File: src/rtl/ahb_master_arbiter.sv
// Two-requester (IFU/LSU) AHB-Lite arbiter and burst sequencer.
// Grants one requester at a time and drives single or INCRn line transfers.
module ahb_master_arbiter #(
    parameter int PA_BITS  = 56,
    parameter int AHBW     = 64,
    parameter int LINELEN  = 512,
    parameter int BURST_EN = 1
) (
    input  logic               HCLK,
    input  logic               HRESETn,
    input  logic               IFUReq,
    input  logic [PA_BITS-1:0] IFUAdr,
    input  logic               IFUBurst,
    output logic               IFUGrant,
    output logic               IFUBeatDone,
    output logic               IFUDone,
    input  logic               LSUReq,
    input  logic [PA_BITS-1:0] LSUAdr,
    input  logic               LSUBurst,
    input  logic               LSUWrite,
    input  logic [2:0]         LSUSize,
    input  logic [AHBW-1:0]    LSUWriteData,
    output logic               LSUGrant,
    output logic               LSUBeatDone,
    output logic               LSUDone,
    output logic [3:0]         BeatCount,
    output logic [PA_BITS-1:0] HADDR,
    output logic               HWRITE,
    output logic [2:0]         HSIZE,
    output logic [2:0]         HBURST,
    output logic [1:0]         HTRANS,
    output logic [AHBW-1:0]    HWDATA,
    input  logic               HREADY
);

    // state  | meaning
    // S_IDLE | no owner, arbitrating every cycle
    // S_IFU  | IFU owns the bus until its final data beat
    // S_LSU  | LSU owns the bus until its final data beat

    localparam int         BEATS       = LINELEN / AHBW;
    localparam int         BYTE_SH     = $clog2(AHBW / 8);
    localparam logic [2:0] HSIZE_BUS   = 3'(BYTE_SH);
    localparam logic [4:0] BEATS_C     = 5'(BEATS);
    localparam logic [2:0] HBURST_INCR = (BEATS == 4) ? 3'b011 :
                                         (BEATS == 8) ? 3'b101 : 3'b111;

    if (!(BEATS == 4 || BEATS == 8 || BEATS == 16)) begin : g_bad_linelen
        $error("ahb_master_arbiter: LINELEN/AHBW must be 4, 8 or 16");
    end

    typedef enum logic [1:0] {S_IDLE, S_IFU, S_LSU} state_t;

    state_t     state_q, state_d;
    logic [4:0] adr_cnt_q, adr_cnt_d;
    logic [3:0] data_cnt_q, data_cnt_d;
    logic       data_phase_q, data_phase_d;
    logic [1:0] streak_q, streak_d;

    logic               is_ifu, is_lsu, granted;
    logic [PA_BITS-1:0] cur_adr;
    logic               cur_burst;
    logic [4:0]         n_beats;
    logic               addr_active, addr_acc, beat_done, done;

    assign is_ifu    = (state_q == S_IFU);
    assign is_lsu    = (state_q == S_LSU);
    assign granted   = is_ifu | is_lsu;
    assign cur_adr   = is_lsu ? LSUAdr : IFUAdr;
    assign cur_burst = is_lsu ? LSUBurst : (is_ifu & IFUBurst);
    assign n_beats   = cur_burst ? BEATS_C : 5'd1;

    assign addr_active = granted && (adr_cnt_q < n_beats);
    assign addr_acc    = addr_active & HREADY;
    assign beat_done   = data_phase_q & HREADY;
    assign done        = beat_done && ({1'b0, data_cnt_q} == (n_beats - 5'd1));

    // All bus outputs decode from registered state and counters only.
    assign HTRANS = !addr_active ? 2'b00 :
                    ((adr_cnt_q == 5'd0) || (BURST_EN == 0)) ? 2'b10 : 2'b11;
    assign HADDR  = granted ? (cur_adr + (PA_BITS'(adr_cnt_q) << BYTE_SH)) : '0;
    assign HBURST = (granted && cur_burst && (BURST_EN != 0)) ? HBURST_INCR : 3'b000;
    assign HSIZE  = !granted ? 3'b000 : (is_lsu && !LSUBurst) ? LSUSize : HSIZE_BUS;
    assign HWRITE = is_lsu & LSUWrite;
    assign HWDATA = LSUWriteData;

    assign IFUGrant    = is_ifu;
    assign LSUGrant    = is_lsu;
    assign IFUBeatDone = is_ifu & beat_done;
    assign LSUBeatDone = is_lsu & beat_done;
    assign IFUDone     = is_ifu & done;
    assign LSUDone     = is_lsu & done;
    assign BeatCount   = data_cnt_q;

    always_ff @(posedge HCLK) begin
        if (!HRESETn) begin
            state_q      <= S_IDLE;
            adr_cnt_q    <= '0;
            data_cnt_q   <= '0;
            data_phase_q <= 1'b0;
            streak_q     <= '0;
        end else begin
            state_q      <= state_d;
            adr_cnt_q    <= adr_cnt_d;
            data_cnt_q   <= data_cnt_d;
            data_phase_q <= data_phase_d;
            streak_q     <= streak_d;
        end
    end

    always_comb begin
        state_d      = state_q;
        adr_cnt_d    = adr_cnt_q;
        data_cnt_d   = data_cnt_q;
        streak_d     = streak_q;
        data_phase_d = addr_acc | (data_phase_q & ~HREADY);
        if (addr_acc)
            adr_cnt_d = adr_cnt_q + 5'd1;
        if (beat_done)
            data_cnt_d = data_cnt_q + 4'd1;

        // Re-arbitrate on the completing beat so back-to-back grants lose no cycle.
        if (state_q == S_IDLE || done) begin
            state_d      = S_IDLE;
            adr_cnt_d    = '0;
            data_cnt_d   = '0;
            data_phase_d = 1'b0;
            if (LSUReq && !(streak_q == 2'd2 && IFUReq)) begin
                state_d = S_LSU;
                if (IFUReq && streak_q != 2'd2)
                    streak_d = streak_q + 2'd1;
            end else if (IFUReq) begin
                state_d  = S_IFU;
                streak_d = '0;
            end
        end
    end

endmodule

File: config.mk
export PLATFORM = sky130hd
export DESIGN_NAME = ahb_master_arbiter
export DESIGN_NICKNAME = d
export VERILOG_FILES = /design/src/rtl/ahb_master_arbiter.sv
export SDC_FILE = /design/constraint.sdc
export NUM_CORES = 1
export LEC_CHECK = 0
export ABC_AREA = 1
export CAP_MARGIN = 25
export CORE_ASPECT_RATIO = 1.2
export CORE_MARGIN = 4
export CORE_UTILIZATION = 25
export CTS_CLUSTER_DIAMETER = 60
export DETAILED_ROUTE_END_ITERATION = 12
export PLACE_DENSITY = 0.6
export SLEW_MARGIN = 25
export SYNTH_ARGS = -nofsm -noshare
export SYNTH_HDL_FRONTEND = slang
export SYNTH_SLANG_ARGS = --single-unit
File: constraint.sdc
create_clock -name HCLK -period 4.1 [get_ports HCLK]
set_input_delay 0.41 -clock HCLK [delete_from_list [all_inputs] [get_ports HCLK]]
set_output_delay 0.41 -clock HCLK [all_outputs]
set_load 0.05 [all_outputs]
==> results.toml <==
[outcome]
status = "complete, no violations"

[floorplan]
start_util = 0.2572
ioPinCount = 326
die_h_um = 164.5
core.rowCount = 56
die_area_um2 = 22760
core_area_um2 = 19830
die_w_um = 138.4

[logic_synthesis]
syn_inst = 1057
synthTopCellsByCount = "nand2_1, nor2_1, inv_1"
synth_top_area_frac = 0.2812
synth.distinct_cells = 34
synthSimpleGateAreaFrac = 0.5594
synth-edff-count = 0
yosysWarningCount = 0
synth-seq-cells = 14
synth_ff_type = "dfxtp_1"
synth.avg_cell_area_um2 = 4.825
yosys.area_share.xor_xnor = 0.01717
synthMuxAreaShare = 0
syn_area_um2 = 5100
seq_area_frac_synth = 0.05496
yosys.area.top_type = "nand2_1"
synthArstFlopShare = 0
yosysMostFrequentCell = "nand2_1"
synth-compound-area-share = 0.08464
synth_top_family_by_area = "simple AND/OR/NAND/NOR gates"
synth_adder_area_share = 0.03827
syn-num-nets = 1259
synth_area_leaders = "nand2_1, nor2_1, inv_1"

[clocking]
ctsHoldBuffers = 0
insertion_delay_ps = 250
cts-root-buf = "clkbuf_16"
cts_tree = "built"
postCtsSetupRepairBufs = 0
clockBufferDepth = 2
cts_buffers = 3
ctsResizeCount = 0
cts.reportedPaths.clkPinSlew_ps = 50
clock-sinks = 14
h-tree-depth = 1

[worst_setup_path]
path_class = "flop to primary output"
critPathArrivalTime_ps = 3340
cpMaxStageDelayCell = "nor2_1"
worstPathCellList = "inv_1 > ha_4 > inv_4 > nand2_1 > nand2_1 > ha_1 > nand2_1 > nor2_1 > nand2_1 > nand3_1 > nand2_2 > nor2_1 > nand2_1 > xor2_1 > nor2_1 > buf_12"
cp.required_ps = 3690
cp_common_cell = "nand2_1"
crit_family = "simple AND/OR/NAND/NOR gates"
crit_fanout = 17
critPathLaunchType = "flop"
crit_buf_inv = 3
max_stage_delay_ps = 400
crit_path_end_kind = "primary output"

[place]
gp_congestion = 0.9531
placed_area_um2 = 7284
io_buffers = 196
dp_hpwl_um = 19220

[timing]
finalMaxSlewViolations = 0
clock.fmax_ghz = 0.2667
finalSetupViolCount = 0
fin_crit_sh = 0.9146
worst_slew_margin_rel = 0.6073
period_minus_slack_ps = 3750
fin_skew_ps = 1.243
worstMarginPinSlew_ps = 582.8
rsz0062_at_grt = "false"
hold_viol = 0
setup-tns-final_ps = 0
fin_hold_ws_ps = 466.6

[min_path]
hold_class = "flop to flop"

[finish]
antennaDiodeCount = 0
drive_gt1_frac = 0.1109
final_area_um2 = 7373
area.growth.synth_to_final_pct = 44.58
fin_nets = 1375

[grt]
grt_pass1_wl_um = 33780
antenna_found_initial = 0
grt_usage = 0.1859
grt_overflow = 0
grt_pass1_vias = 6329
grt_max_degree = 91

[pwr]
p_sw_frac = 0.5208
peakVddDrop_mv = 0.2398
clock_power_share = 0.135
leakagePower_nw = 3.435
p_int_mw = 0.7477
switching_power_mw = 0.8125
p_per_area_nw_per_um2 = 211.6
pwr-share-seq = 0.091
combPwrFrac = 0.774

[detailed_routing]
routedWlPerCell_um = 15.51
via_count = 6434
first_pass_iters = 6
route.detailed.drc = 0
routed_wl_um = 22230
drt_iter0_markers = 290
final_antenna_net_count = 0
via_per_inst = 4.490

[run]
max_cap_violations = 0
-- cell families after synthesis --
logic type      Yosys count
other cells               1
buf+inv                 244
compound gates           80
fa+ha+maj                15
flops                    14
xor+xnor                 10
simple gates            693
-- cell type report --
class                      instances  area, µm²
fill                            2237      12460
multi-input combinational        799       3632
timing repair buffer             203       2472
inverter                         152      573.1
tap                              261      326.6
sequential                        14      280.3
clock buffer                       4      88.84
-- registers in the layout (all words and copies together), names as in the netlist, named ones only --
signal,flops
state_q,2
BeatCount,4
adr_cnt_q,5
streak_q,2
-- per-stage QoR --
step | cells | setup WS (ps) | total power [mW] | utilization
after floorplan | 1057 | 36.97 | 0.9949 | -
after global placement | 1429 | 514.5 | 1.361 | 0.3674
after detailed placement | 1429 | 492.5 | 1.360 | 0.3674
after CTS | 1433 | 282.9 | 1.576 | 0.3718
after global routing | 1433 | 75.90 | 1.661 | 0.3718
final | 1433 | 349.9 | 1.560 | 0.3718
-- placed cells by master (no fill, tap or decap), types with 2 or more instances in the layout --
master,netlist,routed
buf_12,0,47
inv_2,2,2
nor2_2,28,33
clkdlybuf4s50_1,0,144
nand4_1,14,14
nor2_4,2,2
nand3_1,48,48
xor2_1,10,10
o21ai_1,11,11
buf_4,71,12
nand2_2,13,13
o21ai_2,6,6
a21oi_1,25,25
dfxtp_1,14,14
nor3_2,1,6
nor3_1,18,12
o21ai_0,34,34
clkbuf_16,0,3
nand2_1,382,382
inv_1,149,149
ha_1,14,13
nor2_1,184,179
-- metal layers --
| metal | GRT usage | routed length, µm | vias up |
|---|---|---|---|
| li1 | - | - | 3378 |
| met1 | 0.2016 | 8437 | 2786 |
| met2 | 0.3617 | 11440 | 227 |
| met3 | 0.03852 | 1663 | 43 |
| met4 | 0.05660 | 688 | 0 |
| met5 | 0 | 0 | - |
-- final timing paths --
kind	cells after the start	to	slack, ps	from
setup / recovery	16	HADDR[34]	350	state_q[0]
hold reg to reg	2	streak_q[1]	470	streak_q[1]
hold / removal	2	streak_q[1]	470	streak_q[1]
setup reg to reg	12	adr_cnt_q[2]	1570	state_q[0]
-- power groups by stage --
| stage | Clock (mW) | Combinational, mW | Sequential [mW] |
|---|---|---|---|
| 3_5_place_dp | 0 | 1.22 | 0.144 |
| 4_1_cts | 0.214 | 1.22 | 0.142 |
| 3_3_place_gp | 0 | 1.22 | 0.144 |
| 2_1_floorplan | 0 | 0.851 | 0.144 |
| 6_report | 0.211 | 1.21 | 0.142 |
| 5_1_grt | 0.219 | 1.30 | 0.142 |
-- tightest hold or removal path, delay by kind of cell, from the launching register on --
kind,cells,cell delay [ps]
compound gates,1,50
simple gates,1,60
flops,1,310
(Power assumes the default switching activity.)
